**src/rtl/run_detect_sched.sv**
```systemverilog
// run_detect_sched: round-robin scheduler sharing one serial run-of-ones
// detector among NREQ bit-stream requesters. One requester owns the engine
// per frame; a one-cycle DONE state reports the frame's hit count and ID.

module run_detect_sched #(
    parameter int NREQ    = 4,
    parameter int RUN_LEN = 3,
    parameter int CNT_W   = 8,
    localparam int IDW    = $clog2(NREQ)
) (
    input  logic             clk,
    input  logic             rst,
    input  logic [NREQ-1:0]  req,
    input  logic [NREQ-1:0]  bit_in,
    input  logic [NREQ-1:0]  bit_valid,
    input  logic [NREQ-1:0]  bit_last,
    output logic [NREQ-1:0]  gnt,
    output logic             busy,
    output logic             z,
    output logic             done,
    output logic [IDW-1:0]   done_id,
    output logic [CNT_W-1:0] hit_cnt,
    output logic             aborted
);

    localparam int RW = $clog2(RUN_LEN + 1);

    typedef enum logic [1:0] {
        IDLE,
        STREAM,
        DONE
    } state_t;

    state_t           r_state;
    logic [NREQ-1:0]  r_gnt;
    logic [IDW-1:0]   r_sel;
    logic [IDW-1:0]   r_ptr;
    logic [RW-1:0]    r_run;
    logic [CNT_W-1:0] r_hits;
    logic             r_done;
    logic [IDW-1:0]   r_doneId;
    logic [CNT_W-1:0] r_hitOut;
    logic             r_aborted;

    logic             w_found;
    logic [IDW-1:0]   w_winner;
    logic [IDW-1:0]   w_cand;
    logic [IDW-1:0]   w_ptrNext;
    logic             w_selValid;
    logic             w_selBit;
    logic             w_selLast;
    logic             w_selReq;
    logic             w_endFrame;
    logic             w_abort;
    logic             w_z;
    logic [RW-1:0]    w_runNext;
    logic [CNT_W-1:0] w_hitNext;

    // Round-robin search: walk downward so the lowest offset from ptr wins last.
    always_comb begin
        w_found  = 1'b0;
        w_winner = '0;
        w_cand   = '0;
        for (int i = NREQ - 1; i >= 0; i--) begin
            w_cand = IDW'((int'(r_ptr) + i) % NREQ);
            if (req[w_cand]) begin
                w_found  = 1'b1;
                w_winner = w_cand;
            end
        end
        w_ptrNext = IDW'((int'(w_winner) + 1) % NREQ);
    end

    // Detector datapath for the granted channel: hit output, next run and hit counts.
    always_comb begin
        w_selValid = bit_valid[r_sel];
        w_selBit   = bit_in[r_sel];
        w_selLast  = bit_last[r_sel];
        w_selReq   = req[r_sel];
        w_endFrame = w_selValid & w_selLast;
        w_abort    = ~w_selReq & ~w_endFrame;
        w_z        = (r_state == STREAM) & w_selValid & w_selBit &
                     (r_run == RW'(RUN_LEN));
        w_runNext  = r_run;
        if (w_selValid) begin
            if (!w_selBit) begin
                w_runNext = '0;
            end else if (r_run != RW'(RUN_LEN)) begin
                w_runNext = r_run + 1'b1;
            end
        end
        w_hitNext = r_hits;
        if (w_z && (r_hits != '1)) begin
            w_hitNext = r_hits + 1'b1;
        end
    end

    // Frame FSM: arbitration in IDLE/DONE, streaming, and registered result outputs.
    always_ff @(posedge clk) begin
        if (rst) begin
            r_state   <= IDLE;
            r_gnt     <= '0;
            r_sel     <= '0;
            r_ptr     <= '0;
            r_run     <= '0;
            r_hits    <= '0;
            r_done    <= 1'b0;
            r_doneId  <= '0;
            r_hitOut  <= '0;
            r_aborted <= 1'b0;
        end else begin
            r_done <= 1'b0;
            case (r_state)
                IDLE, DONE: begin
                    r_gnt <= '0;
                    if (w_found) begin
                        r_gnt   <= NREQ'(1) << w_winner;
                        r_sel   <= w_winner;
                        r_ptr   <= w_ptrNext;
                        r_run   <= '0;
                        r_hits  <= '0;
                        r_state <= STREAM;
                    end else begin
                        r_state <= IDLE;
                    end
                end
                STREAM: begin
                    if (w_abort) begin
                        r_state   <= DONE;
                        r_gnt     <= '0;
                        r_done    <= 1'b1;
                        r_doneId  <= r_sel;
                        r_hitOut  <= r_hits;
                        r_aborted <= 1'b1;
                    end else begin
                        r_run  <= w_runNext;
                        r_hits <= w_hitNext;
                        if (w_endFrame) begin
                            r_state   <= DONE;
                            r_gnt     <= '0;
                            r_done    <= 1'b1;
                            r_doneId  <= r_sel;
                            r_hitOut  <= w_hitNext;
                            r_aborted <= 1'b0;
                        end
                    end
                end
                default: begin
                    r_state <= IDLE;
                    r_gnt   <= '0;
                end
            endcase
        end
    end

    assign gnt     = r_gnt;
    assign busy    = |r_gnt;
    assign z       = w_z;
    assign done    = r_done;
    assign done_id = r_doneId;
    assign hit_cnt = r_hitOut;
    assign aborted = r_aborted;

endmodule

```
**config.mk**
```make
export PLATFORM = sky130hd
export DESIGN_NAME = run_detect_sched
export DESIGN_NICKNAME = d
export VERILOG_FILES = /design/src/rtl/run_detect_sched.sv
export SDC_FILE = /design/constraint.sdc
export NUM_CORES = 1
export LEC_CHECK = 0
export BUFFER_PORTS_ARGS = -buffer_cell sky130_fd_sc_hd__buf_2
export CAP_MARGIN = 20
export CORE_MARGIN = 1.5
export CORE_UTILIZATION = 44
export CTS_BUF_LIST = sky130_fd_sc_hd__clkbuf_8
export DETAILED_ROUTE_END_ITERATION = 8
export GPL_TIMING_DRIVEN = 0
export PLACE_DENSITY = 0.74
export SYNTH_ARGS = -nofsm -noshare
export SYNTH_HDL_FRONTEND = slang
export SYNTH_SLANG_ARGS = --single-unit
export TNS_END_PERCENT = 20
```
**constraint.sdc**
```tcl
create_clock -name clk -period 2.9 [get_ports clk]
set_clock_uncertainty 0.1 [all_clocks]
set_input_delay 0.435 -clock clk [delete_from_list [all_inputs] [get_ports clk]]
set_output_delay 0.435 -clock clk [all_outputs]
set_load 0.05 [all_outputs]
```
# Word-level counts from Yosys, hierarchy flattened
# Index checks and enable logic that the tools add are counted.
[totals] regBits=32 word_cells=101
[op_classes] addsub=6 n_lt_le_gt_ge=5 eq_ne=10 n_shift=1 n_mux=50 bitwise=8 n_reduce_logical=11
[op_table] cell="8-bit 2-to-1 mux" count=5
[op_table] cell="2-bit 2-to-1 mux" count=13
[op_table] cell="1-bit 2-to-1 mux" count=17
[op_table] cell="1-bit binary-select mux with 2-bit select" count=8
[op_table] cell="8-bit case mux with 2 select lines" count=1
[op_table] cell="2-bit by 3-bit < comparator with 1-bit output, second input constant" count=5
[op_table] cell="4-bit 2-to-1 mux" count=3
[op_table] cell="8-bit by 1-bit adder with 8-bit output, second input constant" count=1
[op_table] cell="2-bit inequality test, second input constant" count=4
[op_table] cell="8-bit inequality test, second input constant" count=1
[op_table] cell="2-bit case mux with 2 select lines" count=2
[op_table] cell="4-bit case mux with 2 select lines" count=1
[op_table] cell="2-bit by 1-bit adder with 2-bit output, second input constant" count=3
[op_table] cell="1-bit bitwise AND" count=5
[op_table] cell="5-bit AND reduction" count=1
[op_table] cell="2-bit adder, second input constant" count=2
[op_table] cell="2-bit equality test, second input constant" count=2
[op_table] cell="2-bit AND reduction" count=2
[op_table] cell="2-bit nonzero test" count=2
[op_table] cell="2-bit OR reduction" count=2
[op_table] cell="4-bit OR reduction" count=1
[op_table] cell="1-bit by 2-bit << shifter with 4-bit output, first input constant" count=1
[op_table] cell="3-bit by 2-bit inequality test with 1-bit output, second input constant" count=1
[op_table] cell="3-bit inequality test, second input constant" count=1
[op_table] cell="other kinds (5)" count=7

# Depth between registers and ports, before layout
# Gate-level depths: netlist of the first run.
[depth] depth_word=10 depth_mapped=8 depth_no_buf=7

# Worst setup path before layout of the first run
# No wires, ideal clock.
[synth_timing] path_type="register to register" start="register r_sel[0]" end="register r_hits[2]" t_arrival_ns=1.781 required_time_ns=2.730 path_slack_ns=0.949 stages_incl_launch_ff=9 path_buffers=2 period_less_slack_ns=1.951 cell_sequence="dfxtp_1 buf_6 mux4_2 nand4_4 inv_6 buf_6 a311oi_2 o21ai_1 a21oi_1"
[synth_via] elab_chain_cells=9 word_cells_on_any_way=21
[synth_lines] element="start: declaration" line="36" rtl="logic [IDW-1:0] r_sel;"
[synth_lines] element="start signal: assignment" line="118" rtl="r_sel <= w_winner;"
[synth_lines] element="1-bit binary-select mux with 2-bit select" line="76" rtl="w_selValid = bit_valid[r_sel];"
[synth_lines] element="1-bit 2-to-1 mux (implied by the code)" line="76"
[synth_lines] element="1-bit bitwise AND" line="82" rtl="w_z = (r_state == STREAM) & w_selValid & w_selBit &"
[synth_lines] element="1-bit bitwise AND * (2 in a row)" line="82"
[synth_lines] element="net z" line="19" rtl="output logic z,"
[synth_lines] element="1-bit logical AND *" line="93" rtl="if (w_z && (r_hits != '1)) begin"
[synth_lines] element="8-bit 2-to-1 mux *" line="93"
[synth_lines] element="8-bit 2-to-1 mux *" line="128" rtl="if (w_abort) begin"
[synth_lines] element="8-bit case mux with 2 select lines *" line="113" rtl="case (r_state)"
[synth_lines] element="end signal: assignment" line="137" rtl="r_hits <= w_hitNext;"
[synth_lines] element="end: declaration" line="39" rtl="logic [CNT_W-1:0] r_hits;"
# The timed path passes the listed nets; every way through them passes the cells marked *. The select of a mux whose other input is x is not followed.
# A chain may end at the register's enable or synchronous reset.

# Worst setup path after layout of the first run
[layout_timing] start="register r_sel[0]" end="output z"
[layout_via] elab_chain_cells=5 word_cells_on_any_way=7
[layout_lines] element="1-bit binary-select mux with 2-bit select" line="76"
[layout_lines] element="1-bit 2-to-1 mux (implied by the code)" line="76"
[layout_lines] element="1-bit bitwise AND" line="82"
[layout_lines] element="1-bit bitwise AND * (2 in a row)" line="82"
[layout_lines] element="end: declaration" line="19"
# Every way passes the cells marked *; elsewhere a longest branch is shown, timed or not. The select of a mux whose other input is x is not followed.

==> metrics.txt, run 1 <==
crit path buf inv count=4; switching part of the total=32.8%; status=finished, final reports clean; synth top area cells=dfxtp_1, a21oi_1, nand2_1, ha_1, nor2_1; Final Hold Slack=0.343 ns; core area=4030 sq um; Synth warnings=0; most used cell, CP=buf_6; final setup TNS=0 ns; via count of the routed design=1804; post-synth top area share=34.3%; post-synth cell types=56; GPL Wtd Cong=around 0.94; Remaining DRCs=0; synthesis-to-finish area growth=18.7%; CTS-repair resized insts=0; Critical Path AT=1.96 ns; RSZ-0062 raised after global routing=no; Die Wd=68.2 um; max_cap viols=0; largest net degree at the start of global routing=12; CTS Sinks=32; Final Hold Viols=0; Via density=5.82; Avg Cell Area, Syn=8.61 sq um; worst-path cell chain=buf_6 > mux4_2 > nand4_4 > inv_6 > buf_6 > buf_2; P per Cell Area=roughly 540 nW/um^2; H-tree Lvls=2; Die Y=around 70 um; largest fanout on the critical path=10; Max-slew headroom=58.8%; crit start category=flop; clock-pin slew on the worst setup and hold paths=approximately 0.07 ns; Tcrit/Tclk final=86.1%; grt total ovfl=0; fraction of layout cells with a size suffix above 1=about a quarter; sequential power share=39.7%; WL/cell=15.1 um; antenna viol nets, final=0; CTS root buf=clkbuf_8; # port buffers=35; Least-Margin Pin Slew=0.618 ns; n_diodes=0; setup ws final=0.404 ns; endpoints failing setup=0; crit end category=output pin; Post-synth top cells=dfxtp_1, a21oi_1, nand2_1; Seq/Total Area, Yosys=34.3%; post-synthesis async set-or-reset flop share=0%; syn_nets=241; DP HPWL=approximately 3300 um; Period minus WS final=around 2.5 ns; Final #Nets=283; worst skew pair latency=0.29 ns; total CTS buffers=5; Place WS=0.661 ns; LEAKAGE=a little under 0.9 nW; full die area=4650 sq um; internal power=0.811 mW; initial drt markers=between 100 and 150; top-count cell post-synth=dfxtp_1; switching power=0.395 mW; Hold Crit Class=input port to flop; Top delay family on crit path=multiplexers; max-slew violation count=0; Post-CTS Repair Setup Buffers=0; Req. time, crit path=approximately 2.4 ns; Post-synth EDFFs=0; crit-path max cell delay=0.59 ns; top cell type by total area after synthesis=dfxtp_1; initial antenna violation count=0; highest clock rate=roughly 0.4 GHz; Synth Flop Type=dfxtp_1; CP max-delay cell=mux4_2; cts hold-fix bufs=0; clock network power share=roughly 36%; Mapped Cells=217; Comb power frac=24.2%; Max VDD drop=0.000402 V; Initial Util=46.4%; Crit Path Category=flop to output pin; number of global-route vias before repair=between 1500 and 2000; All-Layer GR Usage=22.3%; DR pass1 iterations=4; #FFs+latches synth=32; row cnt=23; I/O pins=36; Mapped Area=1870 sq um; clock buffer depth=2; first-pass GRT wire length=7700 um; TritonCTS clock tree=done; final WL=about 4700 um
-- kinds of logic (layout without fill, tap and decap cells) --
kind of cell / Yosys count / count (layout) / share of synthesized area (%)
adder cells (fa/ha/maj): 6 / 6 / 4.02
AO/OA/AOI/OAI: 67 / 67 / 24.0
XOR/XNOR: 1 / 1 / 0.469
multiplexers: 8 / 8 / 7.36
AND/OR/NAND/NOR: 82 / 82 / 23.8
flip-flops: 32 / 32 / 34.3
buffers and inverters: 21 / 64 / 6.16
-- final timing paths --
kind,from,to,slack [ns],cells past startpoint
hold reg to reg,hit_cnt[6]$_SDFFE_PP0P_,hit_cnt[6]$_SDFFE_PP0P_,0.35,2
setup / recovery,r_sel[0]$_SDFFE_PP0P_,z,0.40,6
setup reg to reg,r_sel[0]$_SDFFE_PP0P_,hit_cnt[3]$_SDFFE_PP0P_,0.69,7
hold / removal,rst,hit_cnt[1]$_SDFFE_PP0P_,0.34,3
-- per-layer routing --
layer | vias up | wire length [um] | global-route usage, %
met5 | - | 0 | 0
met2 | 63 | 2290 | 37.5
met1 | 843 | 2030 | 27.9
li1 | 894 | - | -
met3 | 4 | 328 | 5.10
met4 | 0 | 24 | 8.00
-- power groups by stage --
stage	Sequential, mW	Combinational (mW)	Clock, mW
floorplan	0.525	0.178	0
global placement	0.488	0.287	0
detailed placement	0.489	0.289	0
CTS	0.479	0.291	0.437
global route	0.482	0.318	0.457
finish	0.479	0.292	0.435
-- layout make-up --
type                            instances  area [sq um]
Fill cell                             393          1810
Multi-Input combinational cell        164          1110
Sequential cell                        32           641
Timing Repair Buffer                   35           175
Buffer                                 14          83.8
Clock buffer                            5          68.8
Tap cell                               50          62.6
Clock inverter                          3          42.5
Inverter                                7          31.3
-- tightest hold or removal path: stages --
cell and delay (ns):
buf_2 0.08, or3_1 0.09, o211ai_1 0.07
-- state kept, by name, indices dropped and copies added (netlist names) --
signal   flops
aborted      1
r_ptr        2
r_state      2
done         1
r_hits       8
r_sel        2
r_run        2
gnt          4
done_id      2
hit_cnt      8
-- metrics by stage --
stage               power, mW  area, sq um  util (%)  instances
finish                   1.21         2220      55.1        310
detailed placement      0.778         2110      52.3        302
global route             1.26         2220      55.1        310
CTS                      1.21         2220      55.1        310
global placement        0.774         2110      52.3        302
floorplan               0.703         1870         -        217
-- cell usage in the layout (no fill, tap or decap), types with 2 or more instances in the layout --
| cell | count |
|---|---|
| buf_2 | 36 |
| dfxtp_1 | 32 |
| nand2_1 | 22 |
| a21oi_1 | 22 |
| nor2_1 | 20 |
| a211oi_1 | 8 |
| a22oi_1 | 8 |
| o21ai_0 | 7 |
| clkbuf_1 | 7 |
| nand3_1 | 7 |
| inv_1 | 6 |
| ha_1 | 6 |
| clkbuf_8 | 5 |
| mux2i_1 | 4 |
| nand4b_1 | 4 |
| nor3_1 | 3 |
| or3_1 | 3 |
| a21boi_0 | 3 |
| o21ai_1 | 3 |
| nand4_1 | 3 |
| nor3b_1 | 2 |
| buf_6 | 2 |
| mux4_2 | 2 |
| or4_1 | 2 |
| mux4_1 | 2 |
| dlygate4sd1_1 | 2 |
| a21oi_2 | 2 |
| o211ai_1 | 2 |
| nand2b_1 | 2 |
| o31ai_1 | 2 |
| a31oi_1 | 2 |
Power figures use the tool's default switching activity.
==> run 2, diff against run 1 <==
--- a/config.mk
+++ b/config.mk
@@ -5,6 +5,7 @@
 export SDC_FILE = /design/constraint.sdc
 export NUM_CORES = 1
 export LEC_CHECK = 0
+export ABC_AREA = 1
 export BUFFER_PORTS_ARGS = -buffer_cell sky130_fd_sc_hd__buf_2
 export CAP_MARGIN = 20
 export CORE_MARGIN = 1.5
@@ -12,7 +13,7 @@
 export CTS_BUF_LIST = sky130_fd_sc_hd__clkbuf_8
 export DETAILED_ROUTE_END_ITERATION = 8
 export GPL_TIMING_DRIVEN = 0
-export PLACE_DENSITY = 0.74
+export PLACE_DENSITY = 0.73
 export SYNTH_ARGS = -nofsm -noshare
 export SYNTH_HDL_FRONTEND = slang
 export SYNTH_SLANG_ARGS = --single-unit
==> metrics.txt, run 2 <==
worst hold stages=4 (+1); Seq/Total Area, Yosys=29.7% (-4.6 points); full die area=5330 sq um (+15%); number of global-route vias before repair=1877 (+15%); initial antenna violation count=0 (unchanged); n_diodes=0 (unchanged); H-tree Lvls=2 (unchanged); Multi-input gate area=1280 sq um (+15%); I/O pins=36 (unchanged); RSZ-0062 raised after global routing=no; cts hold-fix bufs=0 (unchanged); Die Y=73.0 um (+7.1%); CP max-delay cell=clkbuf_1; initial drt markers=148 (+8.8%); largest fanout on the critical path=10 (unchanged); Remaining DRCs=0 (unchanged); #FFs+latches synth=32 (unchanged); Max-slew headroom=66.1% (+7.3 points); P per Cell Area=1150 nW/um^2 (+110%); status=finished, final reports clean; fillers=479 (+22%); worst-path cell chain=ha_1 > clkbuf_1 > nand2_1 > nor2_1 > buf_2; Period minus WS final=2.24 ns (-0.258 ns); crit start category=flop; fin area=2530 sq um (+14%); Final Hold Viols=0 (unchanged); syn_nets=342 (+42%); Critical Path AT=1.70 ns (-0.26 ns); Avg Cell Area, Syn=6.78 sq um (-21%); Synth Flop Type=dfxtp_1; top cell type by total area after synthesis=dfxtp_1; max_cap viols=0 (unchanged); WL/cell=11.5 um (-24%); Max VDD drop=0.000876 V (+120%); grt total ovfl=0 (unchanged); Mapped Area=2160 sq um (+15%); final WL=4920 um (+5.3%); area occupied by registers=641 sq um (unchanged); largest net degree at the start of global routing=12 (unchanged); row cnt=25 (+8.7%); clock buffer depth=2 (unchanged); DR pass1 iterations=4 (unchanged); Via density=4.90 (-16%); first-pass GRT wire length=8500 um (+10%); worst skew pair latency=0.29 ns (about the same); crit-path max cell delay=0.39 ns (-0.20 ns); Post-CTS Repair Setup Buffers=0 (unchanged); Crit Path Category=flop to output pin; total CTS buffers=5 (unchanged); Initial Util=45.7% (-0.73 points); Least-Margin Pin Slew=0.508 ns (-0.109 ns); All-Layer GR Usage=20.3% (-2.0 points); fraction of layout cells with a size suffix above 1=24.1% (-1.3 points); synthesis-to-finish area growth=17.2%; max-slew violation count=0 (unchanged); crit end category=output pin; worst r2r path cells=12 (+5); DP HPWL=3580 um (+9.0%); Req. time, crit path=2.37 ns (about the same); post-synthesis async set-or-reset flop share=0% (unchanged); CTS-repair resized insts=0 (unchanged); synth top area cells=dfxtp_1, nand2_1, nand3_1, inv_1, nor2_1; Final #Nets=384 (+36%); Tcrit/Tclk final=77.2% (-8.9 points); Finished Core Util=53.5% (-1.6 points); final setup TNS=0 ns (unchanged); most common cell after layout, fill and taps aside=nand2_1; top-count cell post-synth=nand2_1; LEAKAGE=1.20 nW (+37%); Hold Crit Class=input port to flop; # port buffers=35 (unchanged); Post-synth top cells=nand2_1, nand3_1, inv_1; via count of the routed design=2096 (+16%); TritonCTS clock tree=done; post-synth top area share=29.7% (-4.6 points); GPL Wtd Cong=0.882 (-5.7%); Synth warnings=0 (unchanged); Mapped Cells=318 (+47%); highest clock rate=0.447 GHz (+12%); Die Wd=73.0 um (+7.1%); clock-pin slew on the worst setup and hold paths=0.07 ns (about the same); CTS Sinks=32 (unchanged); most frequent cells in the layout=nand2_1, nand3_1, inv_1, buf_2, dfxtp_1; core area=4720 sq um (+17%); antenna viol nets, final=0 (unchanged); endpoints failing setup=0 (unchanged); placed cell area=2420 sq um (+15%); CTS root buf=clkbuf_8; post-synth cell types=32 (-43%); Post-synth EDFFs=0 (unchanged)
## run 2: worst paths after layout
| path | start | endpoint | slack [ns] |
|---|---|---|---|
| worst max-delay path | r_run[0]$_SDFFE_PP0P_ | z | 0.66 |
| worst min-delay path | rst | hit_cnt[2]$_SDFFE_PP0P_ | 0.35 |
| worst max register to register | r_ptr[0]$_SDFFE_PP0P_ | r_ptr[1]$_SDFFE_PP0P_ | 0.71 |
| worst min register to register | done_id[0]$_SDFFE_PP0P_ | done_id[0]$_SDFFE_PP0P_ | 0.38 |
## run 2: area by class of cell
cell class              count  area share [%]
clock buffers               5            2.72
well taps                  67            3.32
clock inverters             3            1.68
repair buffers             35            6.93
plain buffers              10            3.02
multi-input cells         233            50.5
inverters                  43            6.44
flip-flops and latches     32            25.3
## run 2: layer usage
layer,global-route usage (%),wire length (um)
met4,8.18,100
met3,4.14,241
met5,0,0
met1,26.7,2320
met2,32.5,2250
## run 2: critical path: cells and delay by family, from the launching register on
family,cells,cell delay [ns]
DFF,1,0.36
and+or+nand+nor,2,0.25
buffers and inverters,2,0.66
adders and majority gates,1,0.15
## run 2: kinds of logic after synthesis
| group | share of synthesized area (%) |
|---|---|
| simple gates | 41.0 |
| buf+inv | 11.1 |
| compound gates | 11.9 |
| flops | 29.7 |
| xor+xnor | 2.84 |
| fa+ha+maj | 3.48 |
## run 2: where the power goes
group	internal (mW)	total, mW	switching (mW)
Sequential	0.568	0.653	0.0843
Combinational	0.548	1.82	1.27
Clock	0.254	0.424	0.170
## run 2: stage by stage
stage               cells  setup slack [ns]  total power [mW]  hold slack, ns
finish                428             0.662              2.90           0.349
global route          428             0.533              3.14           0.373
CTS                   428             0.657              2.91           0.350
detailed placement    420             0.670              2.47           0.364
global placement      420             0.726              2.44           0.362
floorplan             318             0.795              2.12           0.356
